`src/rtl/calc_seq_ctrl.sv`:
```
// Pair-sum sequencer: reads word pairs from a single-port SRAM, adds them, writes sums sequentially.
// Four cycles per pair (read A, read B, add, write); done pulses one cycle after the last write.
package calculator_pkg;
    parameter int DATA_W = 32;
endpackage

module adder32 #(
    parameter int W = 32
) (
    input  logic [W-1:0] a_i,
    input  logic [W-1:0] b_i,
    output logic [W-1:0] sum_o
);
    assign sum_o = a_i + b_i;
endmodule

module calc_seq_ctrl #(
    parameter int DATA_W = calculator_pkg::DATA_W,
    parameter int ADDR_W = 10
) (
    input  logic              clk_i,
    input  logic              rst_ni,
    input  logic              start_i,
    input  logic [ADDR_W-1:0] read_start_addr_i,
    input  logic [ADDR_W-1:0] read_end_addr_i,
    input  logic [ADDR_W-1:0] write_start_addr_i,
    output logic              mem_req_o,
    output logic              mem_we_o,
    output logic [ADDR_W-1:0] mem_addr_o,
    output logic [DATA_W-1:0] mem_wdata_o,
    input  logic [DATA_W-1:0] mem_rdata_i,
    output logic              busy_o,
    output logic              done_o,
    output logic [ADDR_W-1:0] pairs_o
);
    typedef enum logic [2:0] {
        IDLE   = 3'd0,
        READ_A = 3'd1,
        READ_B = 3'd2,
        ADD    = 3'd3,
        WRITE  = 3'd4,
        DONE   = 3'd5
    } state_t;

    state_t              r_state;
    state_t              w_next;
    logic [ADDR_W-1:0]   r_rd_ptr;
    logic [ADDR_W-1:0]   r_wr_ptr;
    logic [ADDR_W-1:0]   r_end;
    logic [DATA_W-1:0]   r_op_a;
    logic [DATA_W-1:0]   r_op_b;
    logic [ADDR_W-1:0]   r_pairs;
    logic [DATA_W-1:0]   w_sum;
    logic                w_range_ok;
    logic                w_more;

    adder32 #(.W(DATA_W)) u_adder (
        .a_i   (r_op_a),
        .b_i   (r_op_b),
        .sum_o (w_sum)
    );

    // Extra MSB keeps the range compares from wrapping at the top of the address space.
    assign w_range_ok = ({1'b0, read_end_addr_i} >= ({1'b0, read_start_addr_i} + (ADDR_W+1)'(1)));
    assign w_more     = (({1'b0, r_rd_ptr} + (ADDR_W+1)'(3)) <= {1'b0, r_end});

    always_ff @(posedge clk_i or negedge rst_ni) begin
        if (!rst_ni) begin
            r_state <= IDLE;
        end else begin
            r_state <= w_next;
        end
    end

    always_comb begin
        w_next      = r_state;
        mem_req_o   = 1'b0;
        mem_we_o    = 1'b0;
        mem_addr_o  = '0;
        mem_wdata_o = '0;
        busy_o      = (r_state != IDLE);
        done_o      = (r_state == DONE);
        unique case (r_state)
            IDLE: begin
                if (start_i) begin
                    w_next = w_range_ok ? READ_A : DONE;
                end
            end
            READ_A: begin
                mem_req_o  = 1'b1;
                mem_addr_o = r_rd_ptr;
                w_next     = READ_B;
            end
            READ_B: begin
                mem_req_o  = 1'b1;
                mem_addr_o = r_rd_ptr + ADDR_W'(1);
                w_next     = ADD;
            end
            ADD: begin
                w_next = WRITE;
            end
            WRITE: begin
                mem_req_o   = 1'b1;
                mem_we_o    = 1'b1;
                mem_addr_o  = r_wr_ptr;
                mem_wdata_o = w_sum;
                w_next      = w_more ? READ_A : DONE;
            end
            DONE: begin
                w_next = IDLE;
            end
            default: begin
                w_next = IDLE;
            end
        endcase
    end

    always_ff @(posedge clk_i or negedge rst_ni) begin
        if (!rst_ni) begin
            r_rd_ptr <= '0;
            r_wr_ptr <= '0;
            r_end    <= '0;
            r_op_a   <= '0;
            r_op_b   <= '0;
            r_pairs  <= '0;
        end else begin
            case (r_state)
                IDLE: begin
                    if (start_i) begin
                        r_rd_ptr <= read_start_addr_i;
                        r_wr_ptr <= write_start_addr_i;
                        r_end    <= read_end_addr_i;
                        r_pairs  <= '0;
                    end
                end
                READ_B: r_op_a <= mem_rdata_i;
                ADD:    r_op_b <= mem_rdata_i;
                WRITE: begin
                    r_rd_ptr <= r_rd_ptr + ADDR_W'(2);
                    r_wr_ptr <= r_wr_ptr + ADDR_W'(1);
                    r_pairs  <= r_pairs + ADDR_W'(1);
                end
                default: ;
            endcase
        end
    end

    assign pairs_o = r_pairs;

endmodule

```
`config.mk`:
```
export PLATFORM = sky130hd
export DESIGN_NAME = calc_seq_ctrl
export DESIGN_NICKNAME = d
export VERILOG_FILES = /design/src/rtl/calc_seq_ctrl.sv
export SDC_FILE = /design/constraint.sdc
export NUM_CORES = 1
export LEC_CHECK = 0
export CORE_ASPECT_RATIO = 1.2
export CORE_UTILIZATION = 36
export CTS_CLUSTER_DIAMETER = 60
export CTS_CLUSTER_SIZE = 25
export DETAILED_ROUTE_END_ITERATION = 16
export GPL_TIMING_DRIVEN = 0
export PLACE_DENSITY_LB_ADDON = 0.15
export SLEW_MARGIN = 20
export SYNTH_ARGS = -nofsm -noshare
export SYNTH_HDL_FRONTEND = slang
export SYNTH_SLANG_ARGS = --single-unit
```
`constraint.sdc`:
```
create_clock -name clk_i -period 7.9 [get_ports clk_i]
set_input_delay 1.58 -clock clk_i [delete_from_list [all_inputs] [get_ports clk_i]]
set_output_delay 1.58 -clock clk_i [all_outputs]
set_load 0.02 [all_outputs]
```
==> results of run 1 <==
==> final cells by class <==
| type | count | area (um2) |
|---|---|---|
| Multi-Input combinational cell | 623 | 4344 |
| Buffer | 43 | 214.0 |
| Clock inverter | 5 | 53.80 |
| Clock buffer | 10 | 239.0 |
| Fill cell | 2002 | 10580 |
| Sequential cell | 107 | 2678 |
| Tap cell | 261 | 326.6 |
| Inverter | 25 | 93.84 |
| Timing Repair Buffer | 121 | 1230 |
==> cells in the final DEF (no fill, tap or decap), types with 6 or more instances in the layout <==
master,Yosys,routed
nand4_1,11,11
xnor2_1,16,16
o21a_1,8,8
xor2_1,20,20
ha_1,58,58
clkdlybuf4s50_1,0,119
nor2_1,61,61
nor3_1,17,17
a21oi_1,46,46
a211oi_1,9,9
and3_1,15,15
o22ai_1,7,7
nand2b_1,6,6
clkbuf_1,31,31
nand2_1,83,83
clkbuf_16,0,9
a21o_1,18,18
nand3_1,32,32
dfrtp_1,107,107
inv_1,25,25
mux2_2,64,64
o211ai_1,14,14
o21ai_0,60,60
==> logic make-up after synthesis <==
kind of cell / share of synthesized area [%]
flip-flops: 36.53
multiplexers: 10.24
buffers and inverters: 4.199
AO/OA/AOI/OAI: 18.61
adder cells (fa/ha/maj): 10.17
AND/OR/NAND/NOR: 15.94
XOR/XNOR: 4.302
==> sequential cells by signal (all words and copies together), names as in the netlist <==
| register | flops |
|---|---|
| r_state | 3 |
| r_op_a | 32 |
| r_end | 10 |
| r_op_b | 32 |
| r_rd_ptr | 10 |
| r_wr_ptr | 10 |
| pairs_o | 10 |
==> where the power goes <==
part / internal [W] / switching [W] / leakage, nW
Clock: 0.000252 / 0.000214 / 0.148
Sequential: 0.000805 / 0.000157 / 1.29
Combinational: 0.00124 / 0.00155 / 2.41
Total: 0.00229 / 0.00192 / 3.84
==> through the flow <==
| step | instances | utilization [%] |
|---|---|---|
| 6_report | 1195 | 46.45 |
| 5_1_grt | 1195 | 46.45 |
| 4_1_cts | 1195 | 46.45 |
| 3_5_place_dp | 1180 | 44.97 |
| 3_3_place_gp | 1179 | 44.83 |
| 2_1_floorplan | 798 | - |
==> layer usage <==
| metal | global-route usage [%] | vias up | part of all wire [%] |
|---|---|---|---|
| met1 | 24.78 | 3040 | 45 |
| met3 | 3.598 | 24 | 4.2 |
| met5 | 0 | - | 0.064 |
| met4 | 5.692 | 2 | 1.5 |
| met2 | 35.53 | 145 | 50 |
| li1 | - | 3151 | - |
==> final timing paths <==
path	to	slack, ns
max in group asynchronous	r_op_b[22]	6.07
min in group asynchronous	r_end[3]	1.18
min	pairs_o[9]	0.48
max	mem_wdata_o[28]	2.52
max reg2reg	r_state[2]	4.78
min reg2reg	pairs_o[9]	0.48
==> worst register-to-register path, stage by stage, from the launching register on <==
cell      delay [ns]
dfrtp_1         0.43
clkbuf_1        0.40
inv_1           0.14
ha_1            0.27
nor3_1          0.42
nand3_1         0.15
xnor2_1         0.23
ha_1            0.28
a21o_1          0.18
a21oi_1         0.12
o21ai_0         0.10
a31oi_1         0.19
a21oi_1         0.09
==> flow_summary.ini, run 1 <==
[detailed_routing]
first_pass_iters = 6
antenna_left = 0
wire_per_inst_um = 17.09
vias_per_cell = 5.324
wirelength_um = 20430
vias = 6362
drt_iter0_markers = 244
drc = 0

[timing]
fin_skew_ns = 0.005369
period_share_pct = 68.14
finalHoldViolations = 0
setup_violations = 0
final.min_clock_period_ns = 5.383
worstMarginPinSlew_ns = 0.7607
final.setup.tns_ns = 0
slew_violations = 0
worst_slack_ns = 2.517
hold_ws_ns = 0.4832
fmax_ghz = 0.1858
rsz0062_at_grt = no
slew_headroom_pct = 49.29

[setup_path]
slowest_delay_ns = 0.64
slowest_stage = clkdlybuf4s50_1
arrival_ns = 3.80
r2r_cells = 12
critPathBufInv = 1
path_cells = ha_1 > fa_1 > a21oi_1 > o21ai_0 > o211ai_1 > a21bo_2 > a2111oi_0 > nor3_1 > nor3_1 > clkdlybuf4s50_1
cp.depth = 10
crit_path_end_kind = primary output
cp.required_ns = 6.32
path_common_cell = nor3_1
start_kind = flip-flop
worstPathMaxFanout = 5
crit_family = compound AO/OA/AOI/OAI gates
startpoint = r_op_a[0]
critical_path_class = flip-flop to primary output
rr_startpoint = r_rd_ptr[0]

[cts]
cts_setup_buffers = 0
cts_max_level = 3
cts_hold_buffers = 0
numClockSinks = 107
cts_buffer_depth = 2
cts_resized = 0
clk_latency_ns = 0.36
cts-buffers-inserted = 9
cts_root_buf = clkbuf_16
cts_tree = built
cts.reportedPaths.clkPinSlew_ns = 0.07

[die]
num_io_pins = 121
rows = 56
die_x_um = 132.3
initial_core_util_pct = 37.09
coreArea_um2 = 19760
die_h_um = 158.3
dieArea_um2 = 20940

[yosys]
avgSynthCellArea_um2 = 9.185
synthTopCellsByCount = 107 x dfrtp_1, 83 x nand2_1, 64 x mux2_2, 61 x nor2_1, 60 x o21ai_0
synth_seq_cells = 107
ys.flop_type = dfrtp_1
syn_inst = 798
seq_area_frac_synth_pct = 36.53
synthesis.area_um2 = 7330
yosysTopAreaCell = dfrtp_1
synth_warnings = 0
ys_types = 61
synthTopCellsByArea = dfrtp_1 37%, ha_1 9.9%, mux2_2 9.8%
syn-num-nets = 922
synth.top_cell.area_share_pct = 36.53
synth.most_common_cell = dfrtp_1
synth_edf_count = 0
async_flop_share_pct = 100.0

[pwr]
leakagePower_nw = 3.844
p_per_area_nw_per_um2 = 459.5
ir_drop_mv = 0.1861
p_total_w = 0.004217

[global_routing]
track_usage_pct = 19.97
antenna_found_initial = 1
grt_pass1_vias = 6149
grt_pass1_wl_um = 32390
grt_max_degree = 56
overflow = 0

[outcome]
status = completed

[placed_design]
routabilityCongestion = 0.8379
io_buffers = 120
place_ws_ns = 2.939
post-dp-hpwl_um = 15580
place_area_um2 = 8886

[job]
cap_violations = 0

[final_layout]
drive_above_1_share_pct = 11.24
area_growth_pct = 25.23
fin_area_um2 = 9179
nets = 1054
antenna_cells = 0

[min_path]
hp-start = pairs_o[9]
min_path_cells = 1
hold_path_class = flip-flop to flip-flop
(Power assumes the default switching activity.)
==> run 2: changes to the inputs <==
clock period = 5.1 ns   (was 7.9 ns; I/O delays follow)
==> run 2 against run 1 <==
Sequential power up 55%. Cell count did not move. Die area stayed put. Register-to-register slack worse by 2.8 ns. Worst hold slack hardly changed. Clock-buffer cell count did not move. Clock power is 55% higher. Critical path depth did not move. Critical path type unchanged.
==> flow_summary.ini, run 2 (synthesis results as in run 1) <==
[outcome]
status = completed

[global_routing]
overflow = 0
grt_pass1_vias = 6149
grt_pass1_wl_um = 32390
antenna_found_initial = 1
track_usage_pct = 19.97
grt_max_degree = 56

[final_layout]
mostFrequentLayoutCells = 119 x clkdlybuf4s50_1, 107 x dfrtp_1, 83 x nand2_1, 64 x mux2_2, 61 x nor2_1
nets = 1054
drive_above_1_share_pct = 11.24
area_growth_pct = 25.25
final_common_cell = clkdlybuf4s50_1
antenna_cells = 0
n_fill_cell = 2002
multi_input_area_um2 = 4345
top_regs = r_op_a: 32 flops, r_op_b: 32 flops
regArea_um2 = 2678
post-route-util_pct = 46.46

[timing]
fin_skew_ns = 0.005370
fmax_ghz = 0.2115
slew_violations = 0
finalHoldViolations = 0
setup_violations = 0
period_share_pct = 92.72
rsz0062_at_grt = no
final.min_clock_period_ns = 4.728
slew_headroom_pct = 50.06
final.setup.tns_ns = 0
worstMarginPinSlew_ns = 0.7490

[die]
coreArea_um2 = 19760
initial_core_util_pct = 37.09
die_h_um = 158.3
dieArea_um2 = 20940
num_io_pins = 121
die_x_um = 132.3
rows = 56

[setup_path]
arrival_ns = 3.71
slowest_stage = clkdlybuf4s50_1
crit_path_end_kind = primary output
path_cells = ha_1 > fa_1 > a21oi_1 > o21ai_0 > o211ai_1 > a21bo_2 > a2111oi_1 > nor3_1 > nor3_1 > clkdlybuf4s50_1
critPathBufInv = 1
crit_family = compound AO/OA/AOI/OAI gates
cp.required_ns = 4.08
critical_path_class = flip-flop to primary output
slowest_delay_ns = 0.64
start_kind = flip-flop
path_common_cell = nor3_1
worstPathMaxFanout = 5

[detailed_routing]
antenna_left = 0
vias = 6370
drc = 0
wire_per_inst_um = 17.10
wirelength_um = 20430
first_pass_iters = 6
vias_per_cell = 5.331
drt_iter0_markers = 243

[placed_design]
post-dp-hpwl_um = 15580
routabilityCongestion = 0.8379
io_buffers = 120

[job]
cap_violations = 0

[cts]
cts_max_level = 3
numClockSinks = 107
cts_hold_buffers = 0
cts_root_buf = clkbuf_16
cts.reportedPaths.clkPinSlew_ns = 0.07
cts_buffer_depth = 2
cts_resized = 0
cts-buffers-inserted = 9
cts_setup_buffers = 0
cts_tree = built
clk_latency_ns = 0.36

[pwr]
ir_drop_mv = 0.2883
leakagePower_nw = 3.844
p_per_area_nw_per_um2 = 711.8

[min_path]
hold_path_class = flip-flop to flip-flop
run 2: cell counts in the layout (fill, tap and decap cells not counted):
No cell type changed its count.
run 2: power by group:
part / internal, W / total, W / switching, W / leakage, nW
combinational: 0.00192 / 0.00432 / 0.00241 / 2.41
clock: 0.000391 / 0.000722 / 0.000332 / 0.148
sequential: 0.00125 / 0.00149 / 0.000243 / 1.29
run 2: path summary, 6_finish.rpt:
path | start | to | slack, ns | depth (start not counted)
setup / recovery | r_op_a[0] | mem_wdata_o[28] | 0.37 | 10
hold / removal | pairs_o[9] | pairs_o[9] | 0.48 | 1
min in group asynchronous | rst_ni | r_end[3] | 0.62 | 1
setup reg to reg | r_rd_ptr[0] | r_state[2] | 1.98 | 12
hold reg to reg | pairs_o[9] | pairs_o[9] | 0.48 | 1
max in group asynchronous | rst_ni | r_op_b[22] | 3.83 | 2
run 2: final cells by class:
class / count / area share (%)
plain buffers: 43 / 2.331
clock buffers: 10 / 2.603
clock inverters: 5 / 0.5861
inverters: 25 / 1.022
multi-input cells: 623 / 47.34
flip-flops and latches: 107 / 29.17
well taps: 261 / 3.557
repair buffers: 121 / 13.40
run 2: per-layer routing:
| metal | share of wire (%) | wire length [um] | global-route usage [%] | up-vias |
|---|---|---|---|---|
| met5 | 0.064 | 13 | 0 | - |
| li1 | - | - | - | 3148 |
| met4 | 1.5 | 299 | 5.692 | 2 |
| met2 | 50 | 10160 | 35.53 | 140 |
| met1 | 45 | 9116 | 24.78 | 3056 |
| met3 | 4.1 | 842 | 3.598 | 24 |
run 2: stage by stage:
step	hold slack, ns	setup WS (ns)	instances	total power [W]	area, um2
2_1_floorplan	0.4538	1.505	798	0.004596	7330
3_3_place_gp	0.4718	-1.457	1179	0.005752	8857
3_5_place_dp	0.4711	0.6992	1180	0.005806	8886
4_1_cts	0.4872	0.2992	1195	0.006570	9179
5_1_grt	0.5141	0.1153	1195	0.007124	9180
6_report	0.4832	0.3715	1195	0.006535	9180
==> run 3: changes to the inputs <==
CORE_ASPECT_RATIO = default   (was 1.2)
CTS_BUF_LIST = sky130_fd_sc_hd__clkbuf_4 sky130_fd_sc_hd__clkbuf_8   (was default)
==> run 3 against run 2 <==
First-iteration DRC count grew 37%. Critical path depth fell by 1. Combinational power barely moved. Register-to-register slack improved by 0.05 ns. Setup slack gained 0.0063 ns. Sequential power hardly changed. Clock skew is essentially flat. Clock-buffer cell count grew 2. Die area hardly changed. Clock power down 29%. Critical endpoint is now mem_wdata_o[29]. Largest cell class unchanged.
==> flow_summary.ini, run 3 (synthesis results as in run 1) <==
[timing]
rsz0062_at_grt = no
period_share_pct = 92.59
worstMarginPinSlew_ns = 0.7412
final.min_clock_period_ns = 4.722
hold_ws_ns = 0.5007
finalHoldViolations = 0
worst_slack_ns = 0.3779
slew_headroom_pct = 50.40
slew_violations = 0
fmax_ghz = 0.2118
setup_violations = 0
fin_skew_ns = 0.005492

[global_routing]
overflow = 0
track_usage_pct = 20.11
grt_max_degree = 68
grt_pass1_wl_um = 32200
grt_pass1_vias = 6260
antenna_found_initial = 0

[final_layout]
area_growth_pct = 23.76
nets = 1054
fin_area_um2 = 9071
final_common_cell = clkdlybuf4s50_1
n_fill_cell = 1936
mostFrequentLayoutCells = 119 x clkdlybuf4s50_1, 107 x dfrtp_1, 83 x nand2_1, 64 x mux2_2, 61 x nor2_1
regArea_um2 = 2678
antenna_cells = 0
multi_input_area_um2 = 4345
top_regs = r_op_a: 32 flops, r_op_b: 32 flops
drive_above_1_share_pct = 11.34

[detailed_routing]
vias = 6360
drt_iter0_markers = 333
drc = 0
wirelength_um = 19760
vias_per_cell = 5.300
wire_per_inst_um = 16.47
first_pass_iters = 5
antenna_left = 0

[placed_design]
routabilityCongestion = 0.8594
place_ws_ns = 0.7322
post-dp-hpwl_um = 15040
place_area_um2 = 8891
io_buffers = 120

[setup_path]
crit_path_end_kind = primary output
worstPathMaxFanout = 6
cp.required_ns = 4.08
critical_path_class = flip-flop to primary output
arrival_ns = 3.70
start_kind = flip-flop

[min_path]
hold_path_class = flip-flop to flip-flop

[die]
die_x_um = 144.7
dieArea_um2 = 20930
coreArea_um2 = 19720
initial_core_util_pct = 37.17
rows = 51
num_io_pins = 121
die_h_um = 144.7

[cts]
cts-buffers-inserted = 9
cts_max_level = 3
clk_latency_ns = 0.40
cts_buffer_depth = 2
cts_hold_buffers = 0
numClockSinks = 107
cts.reportedPaths.clkPinSlew_ns = 0.10
cts_root_buf = clkbuf_8
cts_tree = built

[job]
cap_violations = 0

[pwr]
p_total_w = 0.006295
leakagePower_nw = 3.789
ir_drop_mv = 0.2760
p_per_area_nw_per_um2 = 694.0

[outcome]
status = completed
[run 3: cell types whose count changed in the layout (fill, tap and decap cells not counted)]
cell        previous run  this run
clkbuf_8               3        12
clkinv_2               3         2
clkinvlp_4             0         1
clkbuf_16              9         0
bufinv_16              1         0
clkbuf_4               0         2
[run 3: worst paths after layout]
| kind | slack (ns) | from | endpoint | depth (start not counted) |
|---|---|---|---|---|
| max in group asynchronous | 3.89 | rst_ni | r_op_b[20] | 2 |
| min | 0.50 | pairs_o[9] | pairs_o[9] | 1 |
| min in group asynchronous | 0.52 | rst_ni | r_end[3] | 1 |
| min reg2reg | 0.50 | pairs_o[9] | pairs_o[9] | 1 |
| max reg2reg | 2.03 | r_rd_ptr[0] | r_state[2] | 12 |
| max | 0.38 | r_op_a[15] | mem_wdata_o[29] | 9 |
[run 3: stage by stage]
step / setup TNS (ns) / util [%] / std cells
after CTS: 0 / 46.00 / 1200
final: 0 / 46.01 / 1200
after floorplan: 0 / - / 798
after global placement: -141.88 / 44.95 / 1183
after detailed placement: 0 / 45.09 / 1184
after global routing: 0 / 46.01 / 1200
[run 3: report_power, final]
| group | total, W | switching (W) | internal [W] | leakage, nW |
|---|---|---|---|---|
| sequential | 0.00149 | 0.000247 | 0.00124 | 1.29 |
| combinational | 0.00429 | 0.00238 | 0.00191 | 2.41 |
| clock | 0.000510 | 0.000308 | 0.000202 | 0.0932 |
| total | 0.00630 | 0.00294 | 0.00336 | 3.79 |
[run 3: layout make-up]
| cell class | count | area share [%] |
|---|---|---|
| Buffer | 43 | 2.359 |
| Clock buffer | 12 | 1.683 |
| Clock inverter | 4 | 0.2897 |
| Inverter | 25 | 1.034 |
| Multi-Input combinational cell | 623 | 47.90 |
| Sequential cell | 107 | 29.52 |
| Tap cell | 265 | 3.655 |
| Timing Repair Buffer | 121 | 13.56 |
[run 3: metal layers]
metal / wire (um) / global-route usage, % / vias to the layer above
met3: 1065 / 3.488 / 24
li1: - / - / 3152
met4: 408 / 6.759 / 0
met5: 0 / 0 / -
met2: 8724 / 31.02 / 162
met1: 9564 / 28.31 / 3022
[run 3: worst max-delay path, stage by stage (launching register included)]
cell,delay [ns]
dfrtp_1,0.40
ha_1,0.42
nand2_2,0.11
or3_1,0.38
or4_4,0.57
nand4_2,0.16
nand2_1,0.12
o21ai_0,0.23
mux2i_1,0.28
clkdlybuf4s50_1,0.64
[run 3: repair_timing]
item,4_1_cts,5_1_grt
gates resized for setup,0,1
buffers inserted,0,0
endpoints found under the setup margin,0,1
endpoints found under the hold margin,0,0
